### src/rtl/mdu_unit_pkg.sv
// Shared opcode constants, FSM state encoding and opcode helpers for the
// iterative multiply/divide unit.
package mdu_unit_pkg;

    localparam logic [2:0] MDU_OP_NONE  = 3'd0;
    localparam logic [2:0] MDU_OP_MULT  = 3'd1;
    localparam logic [2:0] MDU_OP_MULTU = 3'd2;
    localparam logic [2:0] MDU_OP_DIV   = 3'd3;
    localparam logic [2:0] MDU_OP_DIVU  = 3'd4;
    localparam logic [2:0] MDU_OP_MTHI  = 3'd5;
    localparam logic [2:0] MDU_OP_MTLO  = 3'd6;

    typedef enum logic [1:0] {
        MDU_S_IDLE = 2'd0,
        MDU_S_MUL  = 2'd1,
        MDU_S_DIV  = 2'd2,
        MDU_S_FIX  = 2'd3
    } mdu_state_e;

    function automatic logic mdu_is_mul(input logic [2:0] op);
        return (op == MDU_OP_MULT) || (op == MDU_OP_MULTU);
    endfunction

    function automatic logic mdu_is_div(input logic [2:0] op);
        return (op == MDU_OP_DIV) || (op == MDU_OP_DIVU);
    endfunction

    function automatic logic mdu_is_signed(input logic [2:0] op);
        return (op == MDU_OP_MULT) || (op == MDU_OP_DIV);
    endfunction

endpackage

### src/rtl/mdu_unit_if.sv
// EX-stage <-> MDU signal bundle; master is the pipeline side, slave the MDU.
interface mdu_unit_if #(parameter int DATA_W = 32);

    logic              start_i;
    logic [2:0]        mdu_op_i;
    logic [DATA_W-1:0] a_i;
    logic [DATA_W-1:0] b_i;
    logic              flush_i;
    logic              stall_o;
    logic              busy_o;
    logic              done_o;
    logic [DATA_W-1:0] hi_o;
    logic [DATA_W-1:0] lo_o;

    modport master (
        output start_i, mdu_op_i, a_i, b_i, flush_i,
        input  stall_o, busy_o, done_o, hi_o, lo_o
    );

    modport slave (
        input  start_i, mdu_op_i, a_i, b_i, flush_i,
        output stall_o, busy_o, done_o, hi_o, lo_o
    );

endinterface

### src/rtl/mdu_unit_abs_neg.sv
// Conditional two's-complement negate, used for operand magnitudes and
// result sign correction.
module mdu_abs_neg #(
    parameter int W = 32
) (
    input  logic         i_neg,
    input  logic [W-1:0] i_val,
    output logic [W-1:0] o_val
);

    assign o_val = i_neg ? (~i_val + W'(1)) : i_val;

endmodule

### src/rtl/mdu_unit.sv
// Iterative MDU: shift-add multiply / restoring divide, one bit per cycle,
// owning the architectural HI/LO pair and stalling the front end while busy.
module mdu_unit
    import mdu_unit_pkg::*;
#(
    parameter int DATA_W = 32,
    parameter int CNT_W  = 6
) (
    input  logic      clk,
    input  logic      rst,
    mdu_unit_if.slave bus
);

    localparam int PW = 2 * DATA_W;
    localparam logic [CNT_W-1:0] LAST_CNT = CNT_W'(DATA_W - 1);

    mdu_state_e        r_state, w_state_nxt;
    logic [DATA_W-1:0] r_hi, r_lo;
    logic [DATA_W-1:0] r_acc_hi, r_acc_lo, r_b, r_a_raw;
    logic [CNT_W-1:0]  r_cnt;
    logic              r_sa, r_sb, r_is_div, r_dz, r_busy, r_done;

    logic              w_accept, w_step, w_fix_wr, w_sgn, w_last;
    logic [DATA_W-1:0] w_a_mag, w_b_mag;
    logic [DATA_W:0]   w_mul_sum, w_rem_sh;
    logic [DATA_W-1:0] w_diff;
    logic              w_ge;
    logic [PW-1:0]     w_prod;
    logic [DATA_W-1:0] w_quo, w_rem, w_hi_res, w_lo_res;

    assign w_sgn  = mdu_is_signed(bus.mdu_op_i);
    assign w_last = (r_cnt == LAST_CNT);

    mdu_abs_neg #(.W(DATA_W)) u_abs_a (
        .i_neg(w_sgn & bus.a_i[DATA_W-1]), .i_val(bus.a_i), .o_val(w_a_mag));
    mdu_abs_neg #(.W(DATA_W)) u_abs_b (
        .i_neg(w_sgn & bus.b_i[DATA_W-1]), .i_val(bus.b_i), .o_val(w_b_mag));
    mdu_abs_neg #(.W(PW)) u_fix_prod (
        .i_neg(r_sa ^ r_sb), .i_val({r_acc_hi, r_acc_lo}), .o_val(w_prod));
    mdu_abs_neg #(.W(DATA_W)) u_fix_quo (
        .i_neg(r_sa ^ r_sb), .i_val(r_acc_lo), .o_val(w_quo));
    mdu_abs_neg #(.W(DATA_W)) u_fix_rem (
        .i_neg(r_sa), .i_val(r_acc_hi), .o_val(w_rem));

    // Multiply: acc_hi collects partial sums, acc_lo shifts the multiplier out.
    assign w_mul_sum = {1'b0, r_acc_hi} + (r_acc_lo[0] ? {1'b0, r_b} : '0);

    // Divide: acc_hi is the partial remainder, acc_lo shifts dividend out / quotient in.
    assign w_rem_sh = {r_acc_hi, r_acc_lo[DATA_W-1]};
    assign w_ge     = (w_rem_sh >= {1'b0, r_b});
    assign w_diff   = w_rem_sh[DATA_W-1:0] - r_b;

    assign w_hi_res = r_is_div ? (r_dz ? r_a_raw : w_rem) : w_prod[PW-1:DATA_W];
    assign w_lo_res = r_is_div ? (r_dz ? '1 : w_quo) : w_prod[DATA_W-1:0];

    always_ff @(posedge clk) begin
        if (rst) r_state <= MDU_S_IDLE;
        else     r_state <= w_state_nxt;
    end

    always_comb begin
        w_state_nxt = r_state;
        w_accept    = 1'b0;
        w_step      = 1'b0;
        w_fix_wr    = 1'b0;
        case (r_state)
            MDU_S_IDLE: begin
                // The done cycle still belongs to the finishing instruction.
                w_accept = bus.start_i & ~r_done & ~rst;
                if (w_accept && mdu_is_mul(bus.mdu_op_i))      w_state_nxt = MDU_S_MUL;
                else if (w_accept && mdu_is_div(bus.mdu_op_i)) w_state_nxt = MDU_S_DIV;
            end
            MDU_S_MUL, MDU_S_DIV: begin
                w_step = 1'b1;
                if (w_last) w_state_nxt = MDU_S_FIX;
            end
            MDU_S_FIX: begin
                w_fix_wr    = 1'b1;
                w_state_nxt = MDU_S_IDLE;
            end
            default: w_state_nxt = MDU_S_IDLE;
        endcase
        if (bus.flush_i) begin
            w_state_nxt = MDU_S_IDLE;
            w_accept    = 1'b0;
            w_step      = 1'b0;
            w_fix_wr    = 1'b0;
        end
    end

    always_ff @(posedge clk) begin
        if (rst) begin
            r_hi     <= '0;
            r_lo     <= '0;
            r_acc_hi <= '0;
            r_acc_lo <= '0;
            r_b      <= '0;
            r_a_raw  <= '0;
            r_cnt    <= '0;
            r_sa     <= 1'b0;
            r_sb     <= 1'b0;
            r_is_div <= 1'b0;
            r_dz     <= 1'b0;
            r_busy   <= 1'b0;
            r_done   <= 1'b0;
        end else begin
            r_busy <= (w_state_nxt != MDU_S_IDLE);
            r_done <= w_fix_wr;
            if (w_accept) begin
                if (bus.mdu_op_i == MDU_OP_MTHI) r_hi <= bus.a_i;
                if (bus.mdu_op_i == MDU_OP_MTLO) r_lo <= bus.a_i;
                if (mdu_is_mul(bus.mdu_op_i) || mdu_is_div(bus.mdu_op_i)) begin
                    r_acc_hi <= '0;
                    r_acc_lo <= w_a_mag;
                    r_b      <= w_b_mag;
                    r_a_raw  <= bus.a_i;
                    r_sa     <= w_sgn & bus.a_i[DATA_W-1];
                    r_sb     <= w_sgn & bus.b_i[DATA_W-1];
                    r_is_div <= mdu_is_div(bus.mdu_op_i);
                    r_dz     <= (bus.b_i == '0);
                    r_cnt    <= '0;
                end
            end else if (w_step) begin
                r_cnt <= r_cnt + 1'b1;
                if (r_state == MDU_S_MUL) begin
                    {r_acc_hi, r_acc_lo} <= {w_mul_sum, r_acc_lo[DATA_W-1:1]};
                end else begin
                    r_acc_hi <= w_ge ? w_diff : w_rem_sh[DATA_W-1:0];
                    r_acc_lo <= {r_acc_lo[DATA_W-2:0], w_ge};
                end
            end
            if (w_fix_wr) begin
                r_hi <= w_hi_res;
                r_lo <= w_lo_res;
            end
        end
    end

    assign bus.stall_o = r_busy | (w_accept & (mdu_is_mul(bus.mdu_op_i) | mdu_is_div(bus.mdu_op_i)));
    assign bus.busy_o  = r_busy;
    assign bus.done_o  = r_done;
    assign bus.hi_o    = r_hi;
    assign bus.lo_o    = r_lo;

endmodule
### src/flat_wrapper.sv
// flat-port wrapper written by rule: the top's interface ports become plain ports
module mdu_unit_flat import mdu_unit_pkg::*;
#(
    parameter int DATA_W = 32,
    parameter int CNT_W  = 6
)
  (clk, rst, bus_start_i, bus_mdu_op_i, bus_a_i, bus_b_i, bus_flush_i, bus_stall_o, bus_busy_o, bus_done_o, bus_hi_o, bus_lo_o);
  mdu_unit_if #(.DATA_W(DATA_W)) bus_i ();
  input  logic clk;
  input  logic rst;
  input wire logic [$bits(bus_i.start_i)-1:0] bus_start_i;
  input wire logic [$bits(bus_i.mdu_op_i)-1:0] bus_mdu_op_i;
  input wire logic [$bits(bus_i.a_i)-1:0] bus_a_i;
  input wire logic [$bits(bus_i.b_i)-1:0] bus_b_i;
  input wire logic [$bits(bus_i.flush_i)-1:0] bus_flush_i;
  output wire logic [$bits(bus_i.stall_o)-1:0] bus_stall_o;
  output wire logic [$bits(bus_i.busy_o)-1:0] bus_busy_o;
  output wire logic [$bits(bus_i.done_o)-1:0] bus_done_o;
  output wire logic [$bits(bus_i.hi_o)-1:0] bus_hi_o;
  output wire logic [$bits(bus_i.lo_o)-1:0] bus_lo_o;
  assign bus_i.start_i = bus_start_i;
  assign bus_i.mdu_op_i = bus_mdu_op_i;
  assign bus_i.a_i = bus_a_i;
  assign bus_i.b_i = bus_b_i;
  assign bus_i.flush_i = bus_flush_i;
  assign bus_stall_o = bus_i.stall_o;
  assign bus_busy_o = bus_i.busy_o;
  assign bus_done_o = bus_i.done_o;
  assign bus_hi_o = bus_i.hi_o;
  assign bus_lo_o = bus_i.lo_o;
  mdu_unit #(.DATA_W(DATA_W), .CNT_W(CNT_W)) u_core (.clk(clk), .rst(rst), .bus(bus_i));
endmodule
### config.mk
export PLATFORM = sky130hd
export DESIGN_NAME = mdu_unit_flat
export DESIGN_NICKNAME = d
export VERILOG_FILES = /design/src/rtl/mdu_unit_pkg.sv /design/src/rtl/mdu_unit_if.sv /design/src/rtl/mdu_unit_abs_neg.sv /design/src/rtl/mdu_unit.sv /design/src/flat_wrapper.sv
export SDC_FILE = /design/constraint.sdc
export NUM_CORES = 1
export LEC_CHECK = 0
export ABC_AREA = 1
export CORE_MARGIN = 2
export CORE_UTILIZATION = 35
export DETAILED_ROUTE_END_ITERATION = 12
export GPL_TIMING_DRIVEN = 1
export SYNTH_ARGS = -nofsm -noshare
export SYNTH_HDL_FRONTEND = slang
export SYNTH_SLANG_ARGS = --single-unit
### constraint.sdc
create_clock -name clk -period 6.5 [get_ports clk]
set_input_delay 1.3 -clock clk [delete_from_list [all_inputs] [get_ports clk]]
set_output_delay 1.3 -clock clk [all_outputs]
set_load 0.05 [all_outputs]
# Yosys cells after proc, flatten, opt, wreduce, memory -nomap -nowiden
# Index checks and enable logic that the tools add are counted.
# totals
romBits	0
ramBits	0
latchBits	0
regBits	206
mem_count	0
in_bits	71
output_inout_bits	67
elab_cells	106
# classes
bitwise	15
multipliers	0
n_lt_le_gt_ge	1
muxes	39
n_div	0
reduce_logical	18
n_shift	0
n_addsub	8
n_eq_ne	11
# op_table
operator	n
2-to-1 mux 32 bit	24
adder 32 x 1 -> 32 bit, second input constant	4
inverter 32 bit	4
adder 64 x 1 -> 64 bit, second input constant	1
2-to-1 mux 64 bit	1
inverter 64 bit	1
adder 32 x 33 -> 33 bit	1
>= comparator 33 x 32 -> 1 bit	1
logical NOT 32 bit	1
subtractor 32 bit	1
2-to-1 mux 6 bit	3
nonzero test 2 bit	5
== test 3 bit, second input constant	3
2-to-1 mux 2 bit	4
AND reduction 2 bit	4
adder 6 x 1 -> 6 bit, second input constant	1
== test 3 x 2 -> 1 bit, second input constant	2
== test 6 x 5 -> 1 bit, second input constant	1
2-to-1 mux 1 bit	6
one-hot mux 2 bit (3 select lines)	1
AND 1 bit	5
== test 2 bit, second input constant	2
logical OR 1 bit	4
== test 3 x 1 -> 1 bit, second input constant	1
other kinds (8)	11

# Logic depth before layout (Yosys ltp)
# Gate-level depths: netlist of run 1.
# logic_depth
depth_word	9
mapped_depth	21
ltp_nobuf	19

# Hierarchy
# From an unflattened synthesis of run 1, not the netlist that was laid out.
# unflattened
hier_cells	3926
hier_area_um2	21908.5
# by_module_without_submodules
module	area_each_um2	cells_per_inst	instances	seq_area_each_um2
mdu_unit	15112.0	2532	1	4124.0
mdu_abs_neg (u_core.u_abs_a ...)	1108.6	227	4	0.0
mdu_abs_neg (u_core.u_fix_prod)	2362.3	486	1	0.0

# Least setup slack after synthesis of run 1
# Ideal clock, no wire load.
# synth_timing
path_type	input -> output
start	input rst
end	output bus_stall_o
cell_stages	10
n_path_buf	2
path_slack_ns	2.607
required_time_ns	5.200
t_arrival_ns	2.593
cell_sequence	buf_4 inv_4 nand3b_4 nor2_2 nand2_4 inv_6 nand2_4 inv_2 clkbuf_1 or2_2
# synth_via
elab_chain_len	6
# synth_lines
item	line_no	rtl
from (decl)	flat_wrapper.sv:10	input logic rst;
inverter 1 bit	mdu_unit.sv:69	w_accept = bus.start_i & ~r_done & ~rst;
AND 1 bit	mdu_unit.sv:69	
2-to-1 mux 1 bit	mdu_unit.sv:66	case (r_state)
2-to-1 mux 1 bit	mdu_unit.sv:83	if (bus.flush_i) begin
AND 1 bit	mdu_unit.sv:139	assign bus.stall_o = r_busy | (w_accept & (mdu_is_mul(bus.mdu_op_i) | mdu_is_div(bus.mdu_op_i)));
bitwise OR 1 bit	mdu_unit.sv:139	
to (decl)	flat_wrapper.sv:16	output wire logic [$bits(bus_i.stall_o)-1:0] bus_stall_o;
# Every way passes these cells.

# Final worst setup path of run 1
# layout_timing
start	input bus_flush_i
end	output bus_stall_o
# layout_via
elab_chain_len	3
# layout_lines
item	line_no	rtl
from (decl)	flat_wrapper.sv:15	input wire logic [$bits(bus_i.flush_i)-1:0] bus_flush_i;
2-to-1 mux 1 bit	mdu_unit.sv:83	
AND 1 bit	mdu_unit.sv:139	
bitwise OR 1 bit	mdu_unit.sv:139	
# Every way passes these cells.

==> results of run 1 <==
-- flip-flops by register name, summed over array words and instances (netlist names) --
register / cells
u_core.r_cnt: 6
u_core.bus.done_o: 1
u_core.r_dz: 1
u_core.r_state: 2
u_core.r_is_div: 1
u_core.bus.hi_o: 32
u_core.r_sb: 1
u_core.r_b: 32
u_core.r_sa: 1
u_core.r_acc_lo: 32
u_core.bus.busy_o: 1
u_core.r_acc_hi: 32
u_core.bus.lo_o: 32
u_core.r_a_raw: 32
-- synthesized netlist by cell type, drive strengths merged --
cell type and number:
nand2 973, inv 462, nor2 349, nand3 267, o21ai 258, a21oi 227, dfxtp 206, clkbuf 76
ha 72, buf 58, nor3 48, nand4 47, a31oi 42, o211ai 42, xor2 41, o22ai 32
o31ai 27, nand3b 20, xnor2 18, or2 11, o21bai 9, clkinv 7, nor4 5, a221oi 4
nor3b 4, o21a 4, and2 3, o221ai 3, o32ai 3, a21o 2, and3 2, fa 2
-- worst max-delay path: cells and delay by family --
family,cells,cell delay [ns]
simple gates,3,1.33
buf+inv,5,1.06
-- how the worst min path moves through the flow --
stage / to / from / slack, ns / depth (start not counted)
2_1_floorplan: u_core.r_a_raw[12] / u_core.r_a_raw[12] / 0.42 / 2
3_3_place_gp: u_core.r_a_raw[13] / u_core.r_a_raw[13] / 0.44 / 2
3_5_place_dp: u_core.r_a_raw[11] / u_core.r_a_raw[11] / 0.45 / 2
4_1_cts: u_core.r_cnt[5] / u_core.r_cnt[5] / 0.46 / 1
5_1_grt: u_core.r_cnt[5] / u_core.r_cnt[5] / 0.48 / 1
6_report: u_core.r_cnt[5] / u_core.r_cnt[5] / 0.45 / 1
-- report_power, final --
group / total, uW / internal [uW] / leakage [uW] / switching (uW)
Clock: 1630 / 998 / 0.000471 / 633
Combinational: 1420 / 410 / 0.00832 / 1010
Sequential: 1350 / 1300 / 0.00167 / 47.1
Total: 4400 / 2710 / 0.0105 / 1690
-- cell type report --
cell class              count  area, um2  share of cell area (%)
clock buffers              34        741                    3.41
clock inverters            14        209                   0.961
flip-flops and latches    206       4120                    19.0
well taps                 696        871                    4.00
multi-input cells        2515      12500                    57.5
repair buffers            160       1540                    7.07
inverters                 469       1770                    8.13
-- cells by family (layout without fill, tap and decap cells) --
kind of cell | count (synthesis) | in the layout | synth area share, %
AND/OR/NAND/NOR | 1729 | 1729 | 38.9
adder cells (fa/ha/maj) | 74 | 74 | 4.95
buffers and inverters | 603 | 677 | 12.6
XOR/XNOR | 59 | 59 | 2.72
flip-flops | 206 | 206 | 21.7
AO/OA/AOI/OAI | 653 | 653 | 19.2
-- routing by layer --
metal / track usage (%) / vias to the layer above
met2: 43.3 / 949
li1: - / 10900
met3: 5.65 / 163
met1: 37.9 / 10200
met4: 10.6 / 0
met5: 0 / -
-- stage by stage --
step	cells	hold WS (ns)
after detailed placement	4046	0.447
after global placement	4046	0.444
final	4094	0.453
after CTS	4094	0.458
after floorplan	3324	0.423
after global routing	4094	0.484
==> impl_metrics.yaml, run 1 <==
placed_design:
  globalplace.congestion: 1.02
  placement.io_buffers: 137
  place_ws_ns: 1.50
  detailed_placement_wirelength_estimate_mm: 62.5
  postPlaceCellArea_um2: 20800
routing:
  drtIter0Drc: 2253
  wl_met3_mm: 7.96
  detail_route.vias_per_cell: 5.44
  num_vias: 22300
  highest_layer: "met4"
  drcViolationCount: 0
  final_antenna_net_count: 0
  met2_wirelength_mm: 34.8
  firstDrtPassIters: 6
  wl_met1_mm: 34.6
  drt-wirelength-per-cell_um: 19.7
  wl_mm: 80.6
clocking:
  cts_max_path_buffers: 3
  cts_hold_buffers: 0
  ctsRootBufferMaster: "sky130_fd_sc_hd__clkbuf_16"
  cts-buffers-inserted: 26
  htreeDepth: 1
  tritoncts_clock_tree: "yes"
  post_cts.resized_instances: 0
  clock_slew_at_the_register_clock_pins_of_the_worst_setup_and_hold_paths_ns: 0.06
  worst_skew_pair.late_latency_ns: 0.59
  tritoncts_num_sinks: 206
  post_cts_buffers: 0
die:
  initial_core_util_pct: 35.3
  fp.coreArea_um2: 53800
  floorplan.io_pins: 138
  area_enclosed_by_the_die_boundary_um2: 56200
  die_width_um: 237
  rows: 85
  die_h_um: 237
logic_synthesis:
  synthDistinctLibCells: 55
  synth_top_cell_by_area: "sky130_fd_sc_hd__dfxtp_1"
  postSynthRegisterBits: 206
  synth_area_per_cell_um2: 5.72
  synthDominantCellAreaShare_pct: 21.7
  post_synth_inst_count: 3324
  share_of_synthesized_area_occupied_by_flip_flops_and_latches_pct: 21.7
  synth_cell_area_um2: 19000
  postSynthNetCount: 3469
  synth_area_leaders: "sky130_fd_sc_hd__dfxtp_1 (22%), sky130_fd_sc_hd__nand2_1 (19%), sky130_fd_sc_hd__inv_1 (8.7%)"
  ys_warn_count: 0
sta:
  hold_viol: 0
  post-route-period-util_pct: 77.3
  worst-slew-pin-transition_ns: 1.14
  setup_ws_ns: 1.48
  max_freq_mhz: 199
  skew_ns: 0.0441
  normalized_max_slew_margin_pct: 23.8
  final-max-slew-violation-count: 0
  final_period_minus_worst_setup_slack_ns: 5.02
  finalSetupTns_ns: 0
  setup_viol_count_final: 0
  rsz_0062_raised_after_global_routing: "no"
finish:
  numnets_final: 3523
  fillerInstances: 6023
  layout.cells.most_common: "sky130_fd_sc_hd__nand2_1"
  final_layout_size_suffix_gt1_share_pct: 4.44
  diodes: 0
  final_cell_mix: "sky130_fd_sc_hd__nand2_1 (960), sky130_fd_sc_hd__inv_1 (442), sky130_fd_sc_hd__nor2_1 (329), sky130_fd_sc_hd__nand3_1 (261), sky130_fd_sc_hd__o21ai_0 (226)"
  final_area_um2: 21700
  area_delta_synth_final_pct: 14.4
  final_design_utilization_pct: 40.4
worst_setup_path:
  timing.critical_path.fanout_max: 52
  path_common_cell: "sky130_fd_sc_hd__nand2_4"
  critPathMaxStageDelay_ns: 0.52
  critPathKind: "in2out"
  setup.reg_to_reg.worst_slack_ns: 2.60
  crit-reg2reg-launch: "u_core.r_state[0]"
  worst_setup_path_endpoint: "bus_stall_o"
  critical_path_required_ns: 5.20
  worstSetupEndpointType: "output port"
  crit_path_top_delay_cell: "sky130_fd_sc_hd__nand2_4"
  r2r-end: "u_core.r_cnt[4]"
  startpoint_type: "input pin"
  worstRegToRegCells: 13
  critPathArrivalTime_ns: 3.72
  cp_cell_sequence: "clkdlybuf4s50_1 -> inv_1 -> nand2_4 -> inv_6 -> nand2_4 -> inv_2 -> or2_2 -> buf_4"
  worstSetupStartpoint: "bus_flush_i"
grt:
  global_route.usage.total_pct: 27.8
  maximum_number_of_pins_on_one_net_before_global_route_repair: 79
  antenna_found_initial: 0
  grt_overflow: 0
  grt_pass1_wl_mm: 121
  vias_in_the_first_global_route: 20300
pwr:
  ir_worst_vdd_v: 0.000216
  power.density_nw_per_um2: 202
  power.leakage_uw: 0.0105
  power.total_uw: 4400
flow_run:
  max-cap-violations: 0
status:
  run_status: "finished clean"
hold_path:
  min-delay-path-class: "reg2reg"
Note: power is estimated with default switching activity, not from simulation.
==> inputs of run 2 (changes only) <==
==> constraint.sdc (replaced) <==
create_clock -name clk -period 4.65 [get_ports clk]
set_input_delay 0.93 -clock clk [delete_from_list [all_inputs] [get_ports clk]]
set_output_delay 0.93 -clock clk [all_outputs]
set_load 0.05 [all_outputs]
==> impl_metrics.yaml, run 2 (synthesis gave the netlist of run 1 again) <==
clocking:
  worst_skew_pair.late_latency_ns: 0.58
  cts_hold_buffers: 0
  tritoncts_clock_tree: "yes"
  tritoncts_num_sinks: 206
  cts_max_path_buffers: 3
  htreeDepth: 1
  clock_slew_at_the_register_clock_pins_of_the_worst_setup_and_hold_paths_ns: 0.06
  ctsRootBufferMaster: "sky130_fd_sc_hd__clkbuf_16"
  cts-buffers-inserted: 26
  post_cts_buffers: 0
  post_cts.resized_instances: 0
grt:
  grt_pass1_wl_mm: 124
  global_route.usage.total_pct: 28.8
  grt_overflow: 0
  maximum_number_of_pins_on_one_net_before_global_route_repair: 81
  antenna_found_initial: 1
  vias_in_the_first_global_route: 20200
worst_setup_path:
  critPathKind: "in2out"
  worstPathBufferInverterCount: 3
  startpoint_type: "input pin"
  critical_path.top_delay_family: "simple AND/OR/NAND/NOR gates"
  timing.critical_path.fanout_max: 31
  critPathArrivalTime_ns: 2.84
  cp_cell_sequence: "clkdlybuf4s50_1 -> nor2_2 -> o21ai_0 -> nand2_1 -> nand2_4 -> inv_2 -> or2_2 -> buf_12"
  crit_path_top_delay_cell: "sky130_fd_sc_hd__clkdlybuf4s50_1"
  critical_path_required_ns: 3.72
  worstSetupEndpointType: "output port"
  critPathMaxStageDelay_ns: 0.54
finish:
  numnets_final: 3547
  final_layout_size_suffix_gt1_share_pct: 4.86
  fillerInstances: 6029
  final_cell_mix: "sky130_fd_sc_hd__nand2_1 (960), sky130_fd_sc_hd__inv_1 (442), sky130_fd_sc_hd__nor2_1 (329), sky130_fd_sc_hd__nand3_1 (261), sky130_fd_sc_hd__o21ai_0 (226)"
  layout.cells.most_common: "sky130_fd_sc_hd__nand2_1"
  seqCellArea_um2: 4120
  multi_input_comb_area_um2: 12500
  diodes: 0
  area_delta_synth_final_pct: 14.9
routing:
  wl_met3_mm: 7.42
  firstDrtPassIters: 6
  met2_wirelength_mm: 35.7
  detail_route.vias_per_cell: 5.43
  num_vias: 22400
  final_antenna_net_count: 0
  wl_met1_mm: 37.6
  drtIter0Drc: 2674
  drcViolationCount: 0
  drt-wirelength-per-cell_um: 20.3
  wl_mm: 83.4
  highest_layer: "met4"
die:
  area_enclosed_by_the_die_boundary_um2: 56200
  fp.coreArea_um2: 53800
  die_width_um: 237
  die_h_um: 237
  floorplan.io_pins: 138
  rows: 85
  initial_core_util_pct: 35.3
sta:
  normalized_max_slew_margin_pct: 25.7
  final_period_minus_worst_setup_slack_ns: 3.77
  setup_viol_count_final: 0
  hold_slack_ns: 0.456
  max_freq_mhz: 265
  hold_viol: 0
  setup_ws_ns: 0.882
  rsz_0062_raised_after_global_routing: "no"
  final-max-slew-violation-count: 0
  worst-slew-pin-transition_ns: 1.11
  finalSetupTns_ns: 0
  skew_ns: 0.0255
  post-route-period-util_pct: 81.0
flow_run:
  max-cap-violations: 0
placed_design:
  placement.io_buffers: 137
  globalplace.congestion: 0.992
  detailed_placement_wirelength_estimate_mm: 65.0
  place_ws_ns: 0.918
status:
  run_status: "finished clean"
pwr:
  share_comb_of_total_power_pct: 34.0
  clkPwrFrac_pct: 34.9
  power.net_switching_uw: 2370
  power.density_nw_per_um2: 275
  ir_worst_vdd_v: 0.000268
  sequentialPowerShare_pct: 31.2
  power.leakage_uw: 0.0105
  power.switching_fraction_pct: 39.5
  cellInternalPower_uw: 3640
hold_path:
  min-delay-path-class: "reg2reg"
[run 2: changes by cell type in the layout (fill, tap and decap cells not counted), moves of 2 or more]
cell / before / now
sky130_fd_sc_hd__clkinv_2: 7 / 3
sky130_fd_sc_hd__buf_12: 0 / 2
sky130_fd_sc_hd__buf_4: 24 / 46
sky130_fd_sc_hd__bufinv_16: 5 / 2
sky130_fd_sc_hd__clkbuf_1: 2 / 8
[run 2: final cells by class]
type                       instances  area share, %
tap                              696           3.99
sequential                       206           18.9
timing repair buffer             184           7.97
multi-input combinational       2515           57.2
inverter                         469           8.09
clock buffer                      40           3.54
clock inverter                     5          0.344
[run 2: worst paths after layout]
kind,from,endpoint,slack [ns],depth (start not counted)
worst max-delay path,bus_mdu_op_i[1],bus_stall_o,0.88,8
worst min-delay path,u_core.r_a_raw[15],u_core.r_a_raw[15],0.46,2
worst max register to register,u_core.r_acc_hi[18],u_core.r_acc_hi[14],1.47,13
worst min register to register,u_core.r_a_raw[15],u_core.r_a_raw[15],0.46,2
[run 2: worst min-delay path, cell delays in order (launching register included)]
cell                      delay [ns]
sky130_fd_sc_hd__dfxtp_1        0.32
sky130_fd_sc_hd__nand2_1        0.05
sky130_fd_sc_hd__o21ai_0        0.06
[run 2: metal layers]
layer  track usage (%)  up-vias
met5                 0        -
met4              8.65        0
met3              4.71      145
met2              44.3      920
met1              41.1    10300
li1                  -    11000
[run 2: through the flow]
step / instance area (um2) / util, % / power (uW) / instances
global route: 21800 / 40.6 / 6270 / 4115
global placement: 21000 / 39.0 / 3890 / 4070
CTS: 21800 / 40.6 / 5970 / 4115
detailed placement: 21000 / 39.0 / 3880 / 4070
floorplan: 19000 / - / 3240 / 3324
finish: 21800 / 40.6 / 6010 / 4115
[run 2: power groups by stage]
stage,clock network [uW],logic [uW],registers [uW]
after floorplan,0,1340,1900
after global placement,0,1980,1910
after detailed placement,0,1980,1910
after CTS,2110,1980,1870
after global routing,2180,2220,1880
final,2100,2040,1870
